===== src/rtl/mem_pkg.sv =====
// Shared types and sizing for the memory access front end.
// Latency: n/a (types and constants only).
// Backpressure: n/a.
//
// Ports: none (package). ADDR_SIZE/CELL_SIZE must match the attached Ram instance.
package mem_pkg;

  localparam int ADDR_SIZE = 4;
  localparam int CELL_SIZE = 16;
  localparam int RSP_DEPTH = 2;

  typedef logic [ADDR_SIZE-1:0] addr_t;
  typedef logic [CELL_SIZE-1:0] cell_t;

  // Occupancy counter wide enough to hold 0..RSP_DEPTH.
  typedef logic [$clog2(RSP_DEPTH+1)-1:0] cnt_t;

  typedef struct packed {
    logic  we;
    addr_t addr;
    cell_t wdata;
  } mem_req_t;

endpackage


===== src/rtl/mem_access_unit_if.sv =====
// Bundle of the core request/response handshake plus the RAM drive/return signals.
// Latency: n/a (wires only).
// Backpressure: req_valid/req_ready on requests, rsp_valid/rsp_ready on responses.
//
// Ports: slave = the access unit's view, master = the environment (core + RAM).
interface mem_access_unit_if;
  import mem_pkg::*;

  // Core request channel
  logic  req_valid;
  logic  req_ready;
  logic  req_we;
  addr_t req_addr;
  cell_t req_wdata;

  // Core response channel
  logic  rsp_valid;
  logic  rsp_ready;
  cell_t rsp_rdata;

  // RAM side
  addr_t ram_ra;
  addr_t ram_wa;
  cell_t ram_data;
  logic  ram_we;
  cell_t ram_result;

  modport slave (
    input  req_valid, req_we, req_addr, req_wdata, rsp_ready, ram_result,
    output req_ready, rsp_valid, rsp_rdata, ram_ra, ram_wa, ram_data, ram_we
  );

  modport master (
    output req_valid, req_we, req_addr, req_wdata, rsp_ready, ram_result,
    input  req_ready, rsp_valid, rsp_rdata, ram_ra, ram_wa, ram_data, ram_we
  );

endinterface


===== src/rtl/mem_access_unit_resp_fifo.sv =====
// Two-entry synchronous FIFO holding load data until the core takes it.
// Latency: push visible at the head the cycle after the push edge.
// Backpressure: none internally; the caller never pushes into a full buffer.
//
// Ports: clk, rstn (async active-low); push_i/push_dat_i write side;
//        pop_i read side; vld_o/head_dat_o head entry; count_o occupancy.
module resp_fifo
  import mem_pkg::*;
(
  input  logic  clk,
  input  logic  rstn,
  input  logic  push_i,
  input  cell_t push_dat_i,
  input  logic  pop_i,
  output logic  vld_o,
  output cell_t head_dat_o,
  output cnt_t  count_o
);

  cell_t mem_q [RSP_DEPTH];
  logic  wr_ptr_q, wr_ptr_d;
  logic  rd_ptr_q, rd_ptr_d;
  cnt_t  count_q, count_d;

  // One-bit pointers wrap 1->0 by simply toggling.
  always_comb begin
    wr_ptr_d = wr_ptr_q ^ push_i;
    rd_ptr_d = rd_ptr_q ^ pop_i;
    count_d  = count_q;
    case ({push_i, pop_i})
      2'b10:   count_d = count_q + cnt_t'(1);
      2'b01:   count_d = count_q - cnt_t'(1);
      default: count_d = count_q;  // idle, or push+pop leaves occupancy unchanged
    endcase
  end

  always_ff @(posedge clk or negedge rstn) begin
    if (!rstn) begin
      wr_ptr_q <= 1'b0;
      rd_ptr_q <= 1'b0;
      count_q  <= '0;
      for (int i = 0; i < RSP_DEPTH; i++) begin
        mem_q[i] <= '0;
      end
    end else begin
      wr_ptr_q <= wr_ptr_d;
      rd_ptr_q <= rd_ptr_d;
      count_q  <= count_d;
      if (push_i) begin
        mem_q[wr_ptr_q] <= push_dat_i;
      end
    end
  end

  // Head is read combinationally from the current slot, so a same-cycle
  // push into the other slot never disturbs the value being popped.
  assign head_dat_o = mem_q[rd_ptr_q];
  assign vld_o      = (count_q != '0);
  assign count_o    = count_q;

endmodule


===== src/rtl/mem_access_unit.sv =====
// Load/store front end for a 1-cycle registered-read RAM; returns load data in order.
// Latency: store commits at the accept edge; load data on rsp_valid two cycles after accept.
// Backpressure: req_ready drops once buffered + in-flight loads, less this cycle's pop, reach 2.
//
// Ports: clk, rstn (async active-low); bus (slave modport) carries the core
//        request/response handshake and the RAM ra/wa/data/we/result signals.
module mem_access_unit
  import mem_pkg::*;
(
  input  logic               clk,
  input  logic               rstn,
  mem_access_unit_if.slave   bus
);

  mem_req_t req;
  logic     acc;
  logic     pop;
  logic     pend_q, pend_d;
  cnt_t     rsp_count;
  logic     rsp_vld;
  cell_t    rsp_dat;
  logic [2:0] occ_after;

  assign req = '{we: bus.req_we, addr: bus.req_addr, wdata: bus.req_wdata};

  assign acc = bus.req_valid && bus.req_ready;
  assign pop = rsp_vld && bus.rsp_ready;

  // Occupancy the buffer would see after this cycle if nothing new were
  // accepted: buffered entries plus the load in flight, minus a pop. The pop
  // term deliberately makes rsp_ready -> req_ready combinational so that a
  // draining core sustains one load per cycle.
  assign occ_after     = {1'b0, rsp_count} + {2'b00, pend_q} - {2'b00, pop};
  assign bus.req_ready = (occ_after < 3'd2);

  // RAM drive straight from the request; only the write enable is qualified.
  assign bus.ram_ra   = req.addr;
  assign bus.ram_wa   = req.addr;
  assign bus.ram_data = req.wdata;
  assign bus.ram_we   = acc && req.we;

  // A load in flight always lands next cycle, so pend simply tracks whether
  // a load was accepted in the previous cycle.
  assign pend_d = acc && !req.we;

  always_ff @(posedge clk or negedge rstn) begin
    if (!rstn) begin
      pend_q <= 1'b0;
    end else begin
      pend_q <= pend_d;
    end
  end

  // ram_result only ever feeds the FIFO write port.
  resp_fifo u_fifo (
    .clk        (clk),
    .rstn       (rstn),
    .push_i     (pend_q),
    .push_dat_i (bus.ram_result),
    .pop_i      (pop),
    .vld_o      (rsp_vld),
    .head_dat_o (rsp_dat),
    .count_o    (rsp_count)
  );

  assign bus.rsp_valid = rsp_vld;
  assign bus.rsp_rdata = rsp_dat;

endmodule


===== src/flat_wrapper.sv =====
// flat-port wrapper written by rule: the top's interface ports become plain ports
module mem_access_unit_flat import mem_pkg::*;
  (clk, rstn, bus_req_valid, bus_req_we, bus_req_addr, bus_req_wdata, bus_rsp_ready, bus_ram_result, bus_req_ready, bus_rsp_valid, bus_rsp_rdata, bus_ram_ra, bus_ram_wa, bus_ram_data, bus_ram_we);
  mem_access_unit_if bus_i ();
  input  logic clk;
  input  logic rstn;
  input wire logic [$bits(bus_i.req_valid)-1:0] bus_req_valid;
  input wire logic [$bits(bus_i.req_we)-1:0] bus_req_we;
  input wire logic [$bits(bus_i.req_addr)-1:0] bus_req_addr;
  input wire logic [$bits(bus_i.req_wdata)-1:0] bus_req_wdata;
  input wire logic [$bits(bus_i.rsp_ready)-1:0] bus_rsp_ready;
  input wire logic [$bits(bus_i.ram_result)-1:0] bus_ram_result;
  output wire logic [$bits(bus_i.req_ready)-1:0] bus_req_ready;
  output wire logic [$bits(bus_i.rsp_valid)-1:0] bus_rsp_valid;
  output wire logic [$bits(bus_i.rsp_rdata)-1:0] bus_rsp_rdata;
  output wire logic [$bits(bus_i.ram_ra)-1:0] bus_ram_ra;
  output wire logic [$bits(bus_i.ram_wa)-1:0] bus_ram_wa;
  output wire logic [$bits(bus_i.ram_data)-1:0] bus_ram_data;
  output wire logic [$bits(bus_i.ram_we)-1:0] bus_ram_we;
  assign bus_i.req_valid = bus_req_valid;
  assign bus_i.req_we = bus_req_we;
  assign bus_i.req_addr = bus_req_addr;
  assign bus_i.req_wdata = bus_req_wdata;
  assign bus_i.rsp_ready = bus_rsp_ready;
  assign bus_i.ram_result = bus_ram_result;
  assign bus_req_ready = bus_i.req_ready;
  assign bus_rsp_valid = bus_i.rsp_valid;
  assign bus_rsp_rdata = bus_i.rsp_rdata;
  assign bus_ram_ra = bus_i.ram_ra;
  assign bus_ram_wa = bus_i.ram_wa;
  assign bus_ram_data = bus_i.ram_data;
  assign bus_ram_we = bus_i.ram_we;
  mem_access_unit u_core (.clk(clk), .rstn(rstn), .bus(bus_i));
endmodule

===== config.mk =====
export PLATFORM = sky130hd
export DESIGN_NAME = mem_access_unit_flat
export DESIGN_NICKNAME = d
export VERILOG_FILES = /design/src/rtl/mem_pkg.sv /design/src/rtl/mem_access_unit_if.sv /design/src/rtl/mem_access_unit_resp_fifo.sv /design/src/rtl/mem_access_unit.sv /design/src/flat_wrapper.sv
export SDC_FILE = /design/constraint.sdc
export NUM_CORES = 1
export LEC_CHECK = 0
export CAP_MARGIN = 20
export CORE_ASPECT_RATIO = 1.25
export CORE_UTILIZATION = 37
export CTS_CLUSTER_DIAMETER = 120
export DETAILED_ROUTE_END_ITERATION = 16
export PLACE_DENSITY_LB_ADDON = 0.1
export SLEW_MARGIN = 15
export SYNTH_ARGS = -nofsm -noshare
export SYNTH_HDL_FRONTEND = slang
export SYNTH_HIERARCHICAL = 1
export SYNTH_SLANG_ARGS = --single-unit

===== constraint.sdc =====
create_clock -name clk -period 2.5 [get_ports clk]
set_input_delay 0.5 -clock clk [delete_from_list [all_inputs] [get_ports clk]]
set_output_delay 0.5 -clock clk [all_outputs]
set_load 0.01 [all_outputs]

==> impl_metrics.prom <==
# TYPE chip_impl_metric gauge
chip_impl_metric{name="final-hold-violation-count",unit=""} 0
chip_impl_metric{name="synth.net_count",unit=""} 183
chip_impl_metric{name="cts.repair_timing.setup_buffer_count",unit=""} 0
chip_impl_metric{name="initial_utilization",unit=""} 0.391
chip_impl_metric{name="routed_wl",unit="um"} 3630
chip_impl_metric{name="postSynthAreaPerCell",unit="um^2"} 14.8
chip_impl_metric{name="layout_min_cycle_time",unit="ns"} 2.79
chip_impl_metric{name="vias",unit=""} 1080
chip_impl_metric{name="cp.required",unit="ns"} 2.00
chip_impl_metric{name="netlist-cell-type-count",unit=""} 18
chip_impl_metric{name="boundaryPins",unit=""} 84
chip_impl_info{name="cts_tree",value="yes"} 1
chip_impl_metric{name="antenna_found_initial",unit=""} 0
chip_impl_metric{name="groute.usage.overall",unit=""} 0.138
chip_impl_metric{name="detailed_place_hpwl",unit="um"} 2500
chip_impl_metric{name="die_area",unit="mm^2"} 0.00579
chip_impl_metric{name="drtAntennaViolNets",unit=""} 0
chip_impl_metric{name="max_cap_viol_count",unit=""} 0
chip_impl_metric{name="cts_max_level",unit=""} 2
chip_impl_metric{name="finalWeightedCongestion",unit=""} 0.601
chip_impl_metric{name="cts.sinks",unit=""} 37
chip_impl_metric{name="post_layout_net_count",unit=""} 206
chip_impl_info{name="root_buffer",value="clkbuf_8"} 1
chip_impl_metric{name="die_width",unit="um"} 68.3
chip_impl_metric{name="post_synth_instance_area",unit="mm^2"} 0.00203
chip_impl_info{name="synth.area.top_cells",value="dfrtp_1, mux2_4, mux2_2, buf_4, buf_12"} 1
chip_impl_metric{name="synthesis.instances",unit=""} 137
chip_impl_metric{name="seq_area_frac_synth",unit=""} 0.456
chip_impl_info{name="final_cell_mix",value="dfrtp_1, clkdlybuf4s50_1, mux2_4, mux2_2, buf_4"} 1
chip_impl_metric{name="rows",unit=""} 29
chip_impl_metric{name="detail_route.vias_per_cell",unit=""} 4.84
chip_impl_metric{name="setup-violations-final",unit=""} 2
chip_impl_metric{name="count_of_pins_over_their_slew_limit",unit=""} 0
chip_impl_info{name="synthDominantAreaCellType",value="dfrtp_1"} 1
chip_impl_metric{name="area_growth_syn_to_layout",unit="%"} 19.4
chip_impl_metric{name="ff2ff_path_depth",unit=""} 7
chip_impl_metric{name="synth.ff_latch_count",unit=""} 37
chip_impl_metric{name="io_buffers",unit=""} 39
chip_impl_metric{name="yosysWarnings",unit=""} 6
chip_impl_metric{name="cts-hold-fix-buffers",unit=""} 0
chip_impl_metric{name="relSlewSlack",unit=""} 0.451
chip_impl_info{name="failed_checks",value="negative setup slack"} 1
chip_impl_info{name="timing.setup.critical_path_class",value="in2out"} 1
chip_impl_metric{name="cp_max_fo",unit=""} 3
chip_impl_metric{name="worst-endpoint-arrival",unit="ns"} 2.29
chip_impl_info{name="timing.critical_path.to_type",value="primary output"} 1
chip_impl_metric{name="die_height",unit="um"} 84.8
chip_impl_metric{name="clk_pin_slew_worst_paths",unit="ns"} 0.08
chip_impl_metric{name="clk-insertion-delay-late",unit="ns"} 0.29
chip_impl_metric{name="post-synth-top-area-fraction",unit=""} 0.456
chip_impl_metric{name="dpl.cell_count",unit=""} 215
chip_impl_metric{name="ir_drop_worst_vdd",unit="mV"} 0.568
chip_impl_info{name="unrepaired_setup_endpoints_after_global_routing",value="yes"} 1
chip_impl_info{name="min-delay-path-class",value="in2async"} 1
chip_impl_metric{name="leakagePower",unit="nW"} 1.09
chip_impl_metric{name="floorplan.core_area",unit="mm^2"} 0.00519
chip_impl_metric{name="clock_path_buffers",unit=""} 2
chip_impl_metric{name="post_layout_instance_count_excluding_filler_cells",unit=""} 223
chip_impl_metric{name="timing.fmax",unit="MHz"} 358
chip_impl_metric{name="setup_slack",unit="ns"} -0.291
chip_impl_metric{name="fin_worst_skew",unit="ns"} 0.0103
chip_impl_info{name="setup.worst_path.start_class",value="input pin"} 1
chip_impl_metric{name="cts_inserted_buffers",unit=""} 5
chip_impl_metric{name="gr-total-overflow",unit=""} 0
chip_impl_metric{name="layout_worst_path_cycle_share",unit=""} 1.12
chip_impl_metric{name="grt_max_degree",unit=""} 38
chip_impl_info{name="layout.cells.most_common",value="dfrtp_1"} 1
chip_impl_metric{name="max_slew.worst_pin.slew",unit="ns"} 0.824
chip_impl_metric{name="post_route_cells_drive_above_1_share",unit=""} 0.460
chip_impl_metric{name="detail_route.wl_per_cell",unit="um"} 16.3
chip_impl_metric{name="p_total",unit="mW"} 3.33
chip_impl_metric{name="antennaDiodeCount",unit=""} 0
chip_impl_metric{name="firstDrtPassIters",unit=""} 2
chip_impl_metric{name="remaining_drc_errors",unit=""} 0
chip_impl_metric{name="power-per-cell-area",unit="mW/mm^2"} 1370
chip_impl_metric{name="drt-initial-drc-count",unit=""} 37
chip_impl_metric{name="grt_pass1_wl",unit="um"} 5780
chip_impl_info{name="run_status",value="finished, violations left"} 1
chip_impl_metric{name="grt_pass1_vias",unit=""} 1205
logic make-up (layout without fill, tap and decap cells):
family / Yosys count / after routing / synth area share
muxes: 48 / 48 / 0.320
DFF: 37 / 37 / 0.456
buffers and inverters: 34 / 58 / 0.142
and+or+nand+nor: 8 / 8 / 0.0259
adders and majority gates: 5 / 5 / 0.0345
xor gates and xnor gates: 5 / 5 / 0.0216
power breakdown:
part / switching [mW] / internal, mW / total, mW
Combinational: 0.592 / 1.15 / 1.75
Clock: 0.209 / 0.325 / 0.534
Sequential: 0.154 / 0.893 / 1.05
Total: 0.954 / 2.37 / 3.33
synth_stat cells:
library cell,n
and2_1,1
buf_6,3
inv_1,4
fa_1,1
dfrtp_1,37
or2_2,1
buf_12,3
xor2_1,3
nor2_1,2
nand2b_1,1
mux2_2,19
and4bb_2,1
ha_1,4
mux2_4,29
xnor2_1,2
nand3_1,1
and2b_2,1
buf_4,24
worst paths after layout:
kind,startpoint,end,slack [ns]
setup / recovery,bus_rsp_ready,bus_req_ready,-0.29
hold / removal,rstn,u_core/u_fifo/mem_q[7],0.29
setup reg to reg,u_core/u_fifo/count_o[1],u_core/pend_q,0.50
hold reg to reg,u_core/u_fifo/mem_q[11],u_core/u_fifo/mem_q[11],0.51
max in group asynchronous,rstn,u_core/u_fifo/mem_q[2],1.67
min in group clk,u_core/u_fifo/mem_q[11],u_core/u_fifo/mem_q[11],0.51
area by class of cell:
type,instances,area (um^2)
clock buffer,7,86.3
clock inverter,1,30.0
fill,465,2760
multi-input combinational,66,856
timing repair buffer,46,434
sequential,37,926
tap,62,77.6
inverter,4,15.0
layer usage:
metal | track usage | vias to the layer above | share of wire
li1 | - | 481 | -
met1 | 0.153 | 538 | 0.41
met2 | 0.217 | 35 | 0.48
met3 | 0.0403 | 26 | 0.068
met4 | 0.0985 | 0 | 0.044
met5 | 0 | - | 0
worst max-delay path, cell delays in order:
cell             delay (ns)
clkdlybuf4s50_1        0.45
and2_4                 0.14
ha_4                   0.18
nand2b_4               0.13
fa_2                   0.35
xor2_2                 0.17
and2b_2                0.24
buf_6                  0.12
flip-flops by register name (all words and copies together), names as in the netlist:
signal,cells
u_core/u_fifo/wr_ptr_q,1
u_core/u_fifo/mem_q,32
u_core/u_fifo/rd_ptr_q,1
u_core/pend_q,1
u_core/u_fifo/count_o,2
metrics by stage:
stage	setup TNS [ns]	worst slack, ns	instance area (um^2)	util	hold WS, ns
5_1_grt	-0.701	-0.374	2420	0.467	0.373
3_5_place_dp	-1.39	-0.716	2300	0.443	0.493
3_3_place_gp	-1.34	-0.675	2300	0.443	0.484
2_1_floorplan	0	0.0248	2060	-	0.204
4_1_cts	-0.546	-0.298	2420	0.467	0.344
6_report	-0.528	-0.291	2420	0.467	0.292
repair_timing:
| item | CTS | global route |
|---|---|---|
| pin swaps | 3 | 2 |
| endpoints found under the setup margin | 2 | 2 |
| cloned | 0 | 0 |
| resized for setup | 11 | 0 |
No activity file was read; power rests on OpenSTA's default activity.
